--- config.mk ---
export PLATFORM = sky130hd
export DESIGN_NAME = ras_unwind
export DESIGN_NICKNAME = d
export VERILOG_FILES = /design/src/rtl/ras_unwind.sv
export SDC_FILE = /design/constraint.sdc
export NUM_CORES = 1
export LEC_CHECK = 0
export CAP_MARGIN = 15
export CORE_MARGIN = 3
export CORE_UTILIZATION = 64
export CTS_BUF_LIST = sky130_fd_sc_hd__clkbuf_8
export DETAILED_ROUTE_END_ITERATION = 10
export HOLD_SLACK_MARGIN = 0.03
export PLACE_DENSITY = 0.87
export REMOVE_ABC_BUFFERS = 1
export SLEW_MARGIN = 20
export SYNTH_ARGS = -nofsm -noshare
export SYNTH_HDL_FRONTEND = slang
export SYNTH_SLANG_ARGS = --single-unit
export TNS_END_PERCENT = 30
--- constraint.sdc ---
create_clock -name clk -period 11.55 [get_ports clk]
set_clock_uncertainty 0.15 [all_clocks]
set_input_delay 1.7325 -clock clk [delete_from_list [all_inputs] [get_ports clk]]
set_output_delay 1.7325 -clock clk [all_outputs]
set_load 0.01 [all_outputs]
--- src/rtl/ras_unwind.sv ---
// Return-address-stack speculation tracker: logs speculative RAS push/pop ops in
// order, checks return targets at commit, and replays undo pulses youngest-first on flush.
module ras_unwind #(
    parameter int DEPTH_LOG2 = 3
) (
    input  logic                  clk,
    input  logic                  rst_n,
    input  logic                  spec_push,
    input  logic                  spec_pop,
    input  logic [31:0]           spec_target,
    input  logic                  commit_valid,
    input  logic                  commit_is_ret,
    input  logic [31:0]           commit_target,
    input  logic                  flush,
    output logic                  ready,
    output logic                  rollback_pop,
    output logic                  rollback_push,
    output logic                  mispredict,
    output logic [31:0]           mispredict_target,
    output logic                  unwind_done,
    output logic [DEPTH_LOG2:0]   count,
    output logic                  err
);
    localparam int D = 1 << DEPTH_LOG2;
    localparam logic [DEPTH_LOG2:0] D_CNT = D[DEPTH_LOG2:0];

    typedef enum logic {IDLE, UNWIND} state_t;

    // Entry storage is intentionally left out of reset.
    logic                  ent_is_pop [D];
    logic [31:0]           ent_tgt    [D];

    state_t                state_q, state_d;
    logic [DEPTH_LOG2-1:0] head_q, head_d, tail_q, tail_d, tail_prev;
    logic [DEPTH_LOG2:0]   count_q, count_d, remain;
    logic                  err_q, err_d;
    logic                  rollback_pop_q, rollback_pop_d;
    logic                  rollback_push_q, rollback_push_d;
    logic                  mispredict_q, mispredict_d;
    logic [31:0]           mispredict_target_q, mispredict_target_d;
    logic                  unwind_done_q, unwind_done_d;
    logic                  append, do_commit, spec_any, spec_both;

    assign ready     = (state_q == IDLE) && (count_q != D_CNT);
    assign spec_any  = spec_push | spec_pop;
    assign spec_both = spec_push & spec_pop;
    assign tail_prev = tail_q - 1'b1;
    assign append    = ready && !flush && spec_any && !spec_both;
    assign do_commit = (state_q == IDLE) && commit_valid && (count_q != '0);
    assign remain    = do_commit ? count_q - 1'b1 : count_q;

    always_comb begin
        state_d             = state_q;
        head_d              = head_q;
        tail_d              = tail_q;
        count_d             = count_q;
        err_d               = err_q;
        rollback_pop_d      = 1'b0;
        rollback_push_d     = 1'b0;
        mispredict_d        = 1'b0;
        mispredict_target_d = mispredict_target_q;
        unwind_done_d       = 1'b0;

        // A flush in IDLE silently drops any same-cycle speculative op.
        if (!(state_q == IDLE && flush) && (spec_both || (spec_any && !ready)))
            err_d = 1'b1;
        if (commit_valid && !do_commit)
            err_d = 1'b1;

        if (do_commit) begin
            head_d = head_q + 1'b1;
            if (commit_is_ret != ent_is_pop[head_q]) begin
                err_d = 1'b1;
            end else if (commit_is_ret && (commit_target != ent_tgt[head_q])) begin
                mispredict_d        = 1'b1;
                mispredict_target_d = commit_target;
            end
        end

        if (append)
            tail_d = tail_q + 1'b1;

        if (append && !do_commit)
            count_d = count_q + 1'b1;
        else if (do_commit && !append)
            count_d = count_q - 1'b1;

        if (state_q == IDLE && flush) begin
            if (remain != '0)
                state_d = UNWIND;
            else
                unwind_done_d = 1'b1;
        end

        // Peel one entry off the young end per cycle; the last one ends the unwind.
        if (state_q == UNWIND) begin
            tail_d  = tail_prev;
            count_d = count_q - 1'b1;
            if (ent_is_pop[tail_prev])
                rollback_push_d = 1'b1;
            else
                rollback_pop_d = 1'b1;
            if (count_q == 1) begin
                state_d       = IDLE;
                unwind_done_d = 1'b1;
            end
        end
    end

    always_ff @(posedge clk) begin
        if (!rst_n) begin
            state_q             <= IDLE;
            head_q              <= '0;
            tail_q              <= '0;
            count_q             <= '0;
            err_q               <= 1'b0;
            rollback_pop_q      <= 1'b0;
            rollback_push_q     <= 1'b0;
            mispredict_q        <= 1'b0;
            mispredict_target_q <= '0;
            unwind_done_q       <= 1'b0;
        end else begin
            state_q             <= state_d;
            head_q              <= head_d;
            tail_q              <= tail_d;
            count_q             <= count_d;
            err_q               <= err_d;
            rollback_pop_q      <= rollback_pop_d;
            rollback_push_q     <= rollback_push_d;
            mispredict_q        <= mispredict_d;
            mispredict_target_q <= mispredict_target_d;
            unwind_done_q       <= unwind_done_d;
        end
    end

    always_ff @(posedge clk) begin
        if (rst_n && append) begin
            ent_is_pop[tail_q] <= spec_pop;
            ent_tgt[tail_q]    <= spec_target;
        end
    end

    assign rollback_pop      = rollback_pop_q;
    assign rollback_push     = rollback_push_q;
    assign mispredict        = mispredict_q;
    assign mispredict_target = mispredict_target_q;
    assign unwind_done       = unwind_done_q;
    assign count             = count_q;
    assign err               = err_q;
endmodule

==> results of run 1 <==
cells by family after synthesis:
kind of cell    after synthesis  share of synthesized area, %
fa+ha+maj                     7                         0.669
simple gates                153                          5.92
compound gates               71                          3.87
buf+inv                      46                          1.98
flops                       315                          70.3
mux                         151                          15.4
xor+xnor                     26                          1.79
cells in the final DEF (no fill, tap or decap), types with 2 or more instances in the layout:
master / synthesis / layout
o22a_1: 8 / 8
nand4_1: 4 / 4
a21oi_1: 19 / 19
buf_4: 4 / 10
clkbuf_8: 0 / 49
buf_12: 0 / 2
inv_1: 6 / 37
a22oi_1: 33 / 33
clkinv_2: 0 / 2
nor2_1: 12 / 8
nor2b_1: 9 / 9
o21ai_0: 5 / 5
nand2_1: 76 / 76
buf_16: 0 / 2
clkinv_1: 0 / 3
nor4_2: 4 / 4
clkdlybuf4s50_1: 0 / 111
mux4_2: 36 / 36
mux2_2: 2 / 2
and2_1: 13 / 13
edfxtp_1: 264 / 264
dfxtp_1: 51 / 49
and3_1: 19 / 19
nand2b_1: 4 / 4
nand3_1: 3 / 3
ha_1: 6 / 6
nor3_1: 6 / 2
nor3_2: 0 / 3
nor2_4: 0 / 4
mux2i_1: 113 / 113
xnor2_1: 25 / 25
power by group through the flow:
stage | clock network, mW | logic, mW | registers (mW)
after detailed placement | 0 | 0.538 | 1.36
after global placement | 0 | 0.513 | 1.36
after global routing | 0.882 | 0.587 | 1.35
after CTS | 0.832 | 0.541 | 1.34
final | 0.820 | 0.546 | 1.34
after floorplan | 0 | 0.332 | 1.39
per-stage QoR:
step	power, mW	worst slack [ns]	hold WS (ns)
final	2.71	6.59	0.307
after CTS	2.71	6.59	0.312
after global routing	2.82	6.42	0.328
after detailed placement	1.90	6.02	0.296
after floorplan	1.72	5.93	0.329
after global placement	1.87	6.23	0.291
flip-flops by register name, summed over array words and instances (netlist names), named ones only:
register and cells:
ent_tgt 256, state_q 1, err 1, count 4, ent_is_pop 8, tail_q 3
head_q 3, mispredict 1, rollback_push 1, unwind_done 1, rollback_pop 1, mispredict_target 32
routing by layer:
metal,track usage [%],vias to the layer above
met5,0,-
met4,9.18,2
met3,5.15,55
met2,40.3,334
met1,31.4,3548
li1,-,3247
critical path, delay by kind of cell:
kind / cells / cell delay (ns)
XOR/XNOR: 1 / 0.15
buffers and inverters: 2 / 1.23
AND/OR/NAND/NOR: 3 / 1.87
cell type report:
cell class	count	share of cell area [%]
Multi-Input combinational cell	408	23.8
Sequential cell	315	59.6
Inverter	6	0.150
Tap cell	260	2.17
Clock inverter	39	1.22
Timing Repair Buffer	126	8.56
Clock buffer	49	4.49
path summary, 6_finish.rpt:
path                                             end  slack (ns)  cells after the start
setup reg to reg  mispredict_target[18]$_SDFFE_PN0P_        7.08                      9
setup / recovery            ent_tgt[5][21]$_DFFE_PP_        6.59                      6
hold reg to reg   mispredict_target[13]$_SDFFE_PN0P_        0.31                      2
hold / removal    mispredict_target[13]$_SDFFE_PN0P_        0.31                      2
==> flow_summary.toml, run 1 <==
[sta]
final.setup.tns_ns = 0
setup_viol = 0
final.min_clock_period_ns = 4.96
max_freq_mhz = 202
report.final.slew_viol_count = 0
fin_crit_sh_pct = 42.9
grt_setup_unrepaired = "no"
hold_viol = 0
slew_headroom_pct = 32.7
worstMarginPinSlew_ns = 1.01

[clock_tree]
clk_path_buf_depth = 3
post_cts.repair.setup_buffers = 0
clock_sinks = 315
insertion_delay_ns = 0.56
cts_root_buf = "clkbuf_8"
cts_inserted_buffers = 48
path_clk_slew_ns = 0.06
htreeDepth = 2
postCtsResizedCells = 0
postCtsHoldBufs = 0
cts_tree = "yes"

[place]
gp_congestion = 0.816
dp.cells = 1113
portBuffers = 112
placed_cell_area_um2 = 14100
dp_hpwl_um = 16200

[logic_synthesis]
synth-seq-cells = 315
yosys-top-cells-count = "edfxtp_1 (264), mux2i_1 (113), nand2_1 (76), dfxtp_1 (51), mux4_2 (36)"
synth-async-reset-ratio_pct = 0
yosys.area.top_type = "edfxtp_1"
synth_edf_count = 264
yosysUniqueCellTypes = 38
netlist_area_um2 = 12700
ys_dominant_reg_cell = "edfxtp_1"
yosysMostFrequentCell = "edfxtp_1"
ys_seq_area_share_pct = 70.3
synth_top_area_share_pct = 62.3
synth_cells = 769
syn_area_per_cell_um2 = 16.5
synthTopCellsByArea = "edfxtp_1 (62%), mux2i_1 (8.9%), dfxtp_1 (8.0%)"
yosysWarnings = 0

[detailed_routing]
drt-met1-wl_um = 10200
dr.pass1.iters = 5
drc = 0
ant_nets = 0
wirelength_um = 26000
highest_layer = "met5"
wl_met2_um = 13300
wl_met3_um = 1900
avgRoutedWirePerCell_um = 21.6
drtIter0Drc = 552
vias = 7186
vias_per_cell = 5.97

[setup_path]
startpoint = "spec_pop"
worstSetupStartpointType = "input port"
path_cells = "clkdlybuf4s50_1 > xnor2_1 > nor3_1 > nand2_1 > nor3_2 > buf_4"
critPathMaxStageDelay_ns = 0.83
crit_type = "in2reg"
cp-end-kind = "flop"
slowest_stage = "nor3_2"
critPathRequiredTime_ns = 11.60
crit_fanout = 23
arrival_ns = 5.01

[power]
p_leak_nw = 4.91
powerDensity_nw_per_um2 = 180
sw_frac_of_total_pct = 27.3
comb_power_share_pct = 20.2
pwr-share-seq_pct = 49.5
p_sw_mw = 0.739
ir_worst_vdd_mv = 0.109
pwr-share-clk_pct = 30.3
intPower_mw = 1.97

[floorplan]
coreArea_um2 = 19100
start_util_pct = 66.5
rows = 50
dieArea_um2 = 21600
ios = 113
die_height_um = 147
die_w_um = 147

[grt]
antenna_found_initial = 1
grt_max_degree = 88
grt_pass1_wl_um = 40500
grt_use_total_pct = 24.1
grt_pass1_vias = 7661
grt-ovfl-total = 0

[cells_and_area]
design_area_um2 = 15000
stdcell_count = 1203
num_antenna_cells = 0
multi_input_area_um2 = 3580
area_delta_synth_final_pct = 18.1
fillers = 1009
post-route-util_pct = 78.5
final_nets = 982
layout-drive-gt1-share_pct = 12.9
seqCellArea_um2 = 8950

[job]
maxCapViolations = 0

[worst_hold_path]
min_from = "mispredict_target[13]$_SDFFE_PN0P_"
hp-class = "reg2reg"

[status]
outcome = "finished, final reports clean"
Power figures use the tool's default switching activity.
==> run 2: changes to the inputs <==
CORE_UTILIZATION = 54   (was 64)
PLACE_DENSITY = 0.78   (was 0.87)
clock period = 4.15 ns   (was 11.55 ns; I/O delays follow)
==> run 2 against run 1 <==
Sequential cell count did not move; sequential power rose to 2.8 times the previous value; first-iteration DRC count up 0.18%; global-route usage down 3.0 points; register-to-register slack worse by 6.6 ns; sequential share of layout area shrank 0.82 points; clock power rose to 2.9 times the previous value; via count shrank 0.78%; utilization decreased by 12 points; largest power group unchanged; highest routed layer is now met4.
==> flow_summary.toml, run 2 (synthesis gave the netlist of run 1 again) <==
[detailed_routing]
vias_per_cell = 5.59
dr.pass1.iters = 5
wirelength_um = 26600
drt-met1-wl_um = 11000
wl_met2_um = 13200
wl_met3_um = 1880
highest_layer = "met4"
avgRoutedWirePerCell_um = 20.9
ant_nets = 0
drc = 0
drtIter0Drc = 553
vias = 7130

[place]
portBuffers = 112
placed_cell_area_um2 = 14300
pre_cts_ws_ns = 0.224
gp_congestion = 0.773
dp_hpwl_um = 16100

[status]
outcome = "finished, final reports clean"

[setup_path]
critPathRequiredTime_ns = 4.47
arrival_ns = 4.02
crit_fanout = 26
cp-end-kind = "flop"
path_cells = "buf_4 > buf_4 > mux2i_1 > a22oi_1 > and3_1 > o22a_1 > nand4_1 > o31a_2 > buf_4 > mux2i_1"
crit_path_frequent_cell = "buf_4"
r2r_setup_slack_ns = 0.45
crit_type = "reg2reg"
critPathMaxStageDelay_ns = 0.59
slowest_stage = "dfxtp_4"
worstSetupStartpointType = "flop"

[power]
p_sw_mw = 2.09
comb_power_share_pct = 20.2
intPower_mw = 5.56
p_leak_nw = 4.97
ir_worst_vdd_mv = 0.263
powerDensity_nw_per_um2 = 502
pwr-share-seq_pct = 48.9
sw_frac_of_total_pct = 27.3
pwr-share-clk_pct = 30.9
power.total_mw = 7.65

[clock_tree]
path_clk_slew_ns = 0.06
cts_inserted_buffers = 49
postCtsHoldBufs = 0
postCtsResizedCells = 0
insertion_delay_ns = 0.57
clk_path_buf_depth = 3
cts_tree = "yes"
clock_sinks = 315
cts_root_buf = "clkbuf_8"
htreeDepth = 2

[cells_and_area]
design_area_um2 = 15200
layout-drive-gt1-share_pct = 15.1
post-route-util_pct = 66.5
area_delta_synth_final_pct = 19.7
mostFrequentLayoutCell = "edfxtp_1"
final_nets = 998
fillers = 1569
mostFrequentLayoutCells = "edfxtp_1 (264), mux2i_1 (113), clkdlybuf4s50_1 (111)"
largest_reg_flops = 256
top_register = "ent_tgt"

[floorplan]
ios = 113
rows = 55
coreArea_um2 = 22900
dieArea_um2 = 25400
start_util_pct = 55.5
die_w_um = 159
die_height_um = 159

[sta]
worst_slack_ns = 0.446
max_freq_mhz = 270
final.min_clock_period_ns = 3.70
slew_headroom_pct = 42.7
worstMarginPinSlew_ns = 0.857
hold_viol = 0
final.setup.tns_ns = 0
report.final.slew_viol_count = 0
setup_viol = 0
fin_crit_sh_pct = 89.3
grt_setup_unrepaired = "no"

[grt]
grt_pass1_vias = 7369
grt_use_total_pct = 21.1
grt_pass1_wl_um = 41600
grt_max_degree = 57
antenna_found_initial = 1
grt-ovfl-total = 0

[worst_hold_path]
hp-class = "reg2reg"

[job]
maxCapViolations = 0
## run 2: changes by cell type in the layout (fill, tap and decap cells not counted), sizes merged
| cell | before | now |
|---|---|---|
| buf | 15 | 30 |
| bufinv | 1 | 0 |
| clkbuf | 49 | 54 |
| clkinv | 5 | 14 |
| clkinvlp | 1 | 2 |
| diode | 0 | 1 |
| inv | 38 | 28 |
## run 2: final timing paths
kind / start / to / depth (start not counted)
hold / removal: mispredict_target[1]$_SDFFE_PN0P_ / mispredict_target[1]$_SDFFE_PN0P_ / 2
hold reg to reg: mispredict_target[1]$_SDFFE_PN0P_ / mispredict_target[1]$_SDFFE_PN0P_ / 2
setup reg to reg: flop / mispredict_target[5]$_SDFFE_PN0P_ / 10
setup / recovery: flop / mispredict_target[5]$_SDFFE_PN0P_ / 10
## run 2: power by group through the flow
stage	registers, mW	logic (mW)	clock network, mW
after global placement	3.81	1.48	0
after global routing	3.76	1.67	2.56
after floorplan	3.85	0.924	0
final	3.74	1.55	2.36
after detailed placement	3.82	1.52	0
after CTS	3.76	1.53	2.40
## run 2: area by class of cell
cell class	instances	area [µm²]	area share [%]
Sequential cell	315	8950	58.8
Tap cell	313	392	2.57
Clock buffer	54	743	4.88
Clock inverter	38	164	1.08
Timing Repair Buffer	141	1380	9.08
Antenna cell	1	2.50	0.0164
Inverter	6	22.5	0.148
Multi-Input combinational cell	408	3570	23.5
## run 2: critical path: cells and delay by family (launching register included)
family	cells	cell delay, ns
multiplexers	2	0.50
AO/OA/AOI/OAI	3	0.88
AND/OR/NAND/NOR	2	0.35
flip-flops	1	0.59
buffers and inverters	3	1.12
## run 2: metal layers
metal  global-route usage [%]  vias up
met5                        0        -
li1                         -     3291
met3                     3.95       43
met1                     28.2     3540
met2                     35.3      256
met4                     6.88        0
## run 2: what timing repair did
action	in CTS	in global routing
buffers inserted	0	1
endpoints found under the setup margin	0	3
hold endpoints to repair	0	0
## run 2: through the flow
stage,hold slack (ns),cells
finish,0.306,1276
global route,0.325,1276
global placement,0.292,1182
detailed placement,0.297,1182
floorplan,0.329,729
CTS,0.308,1274
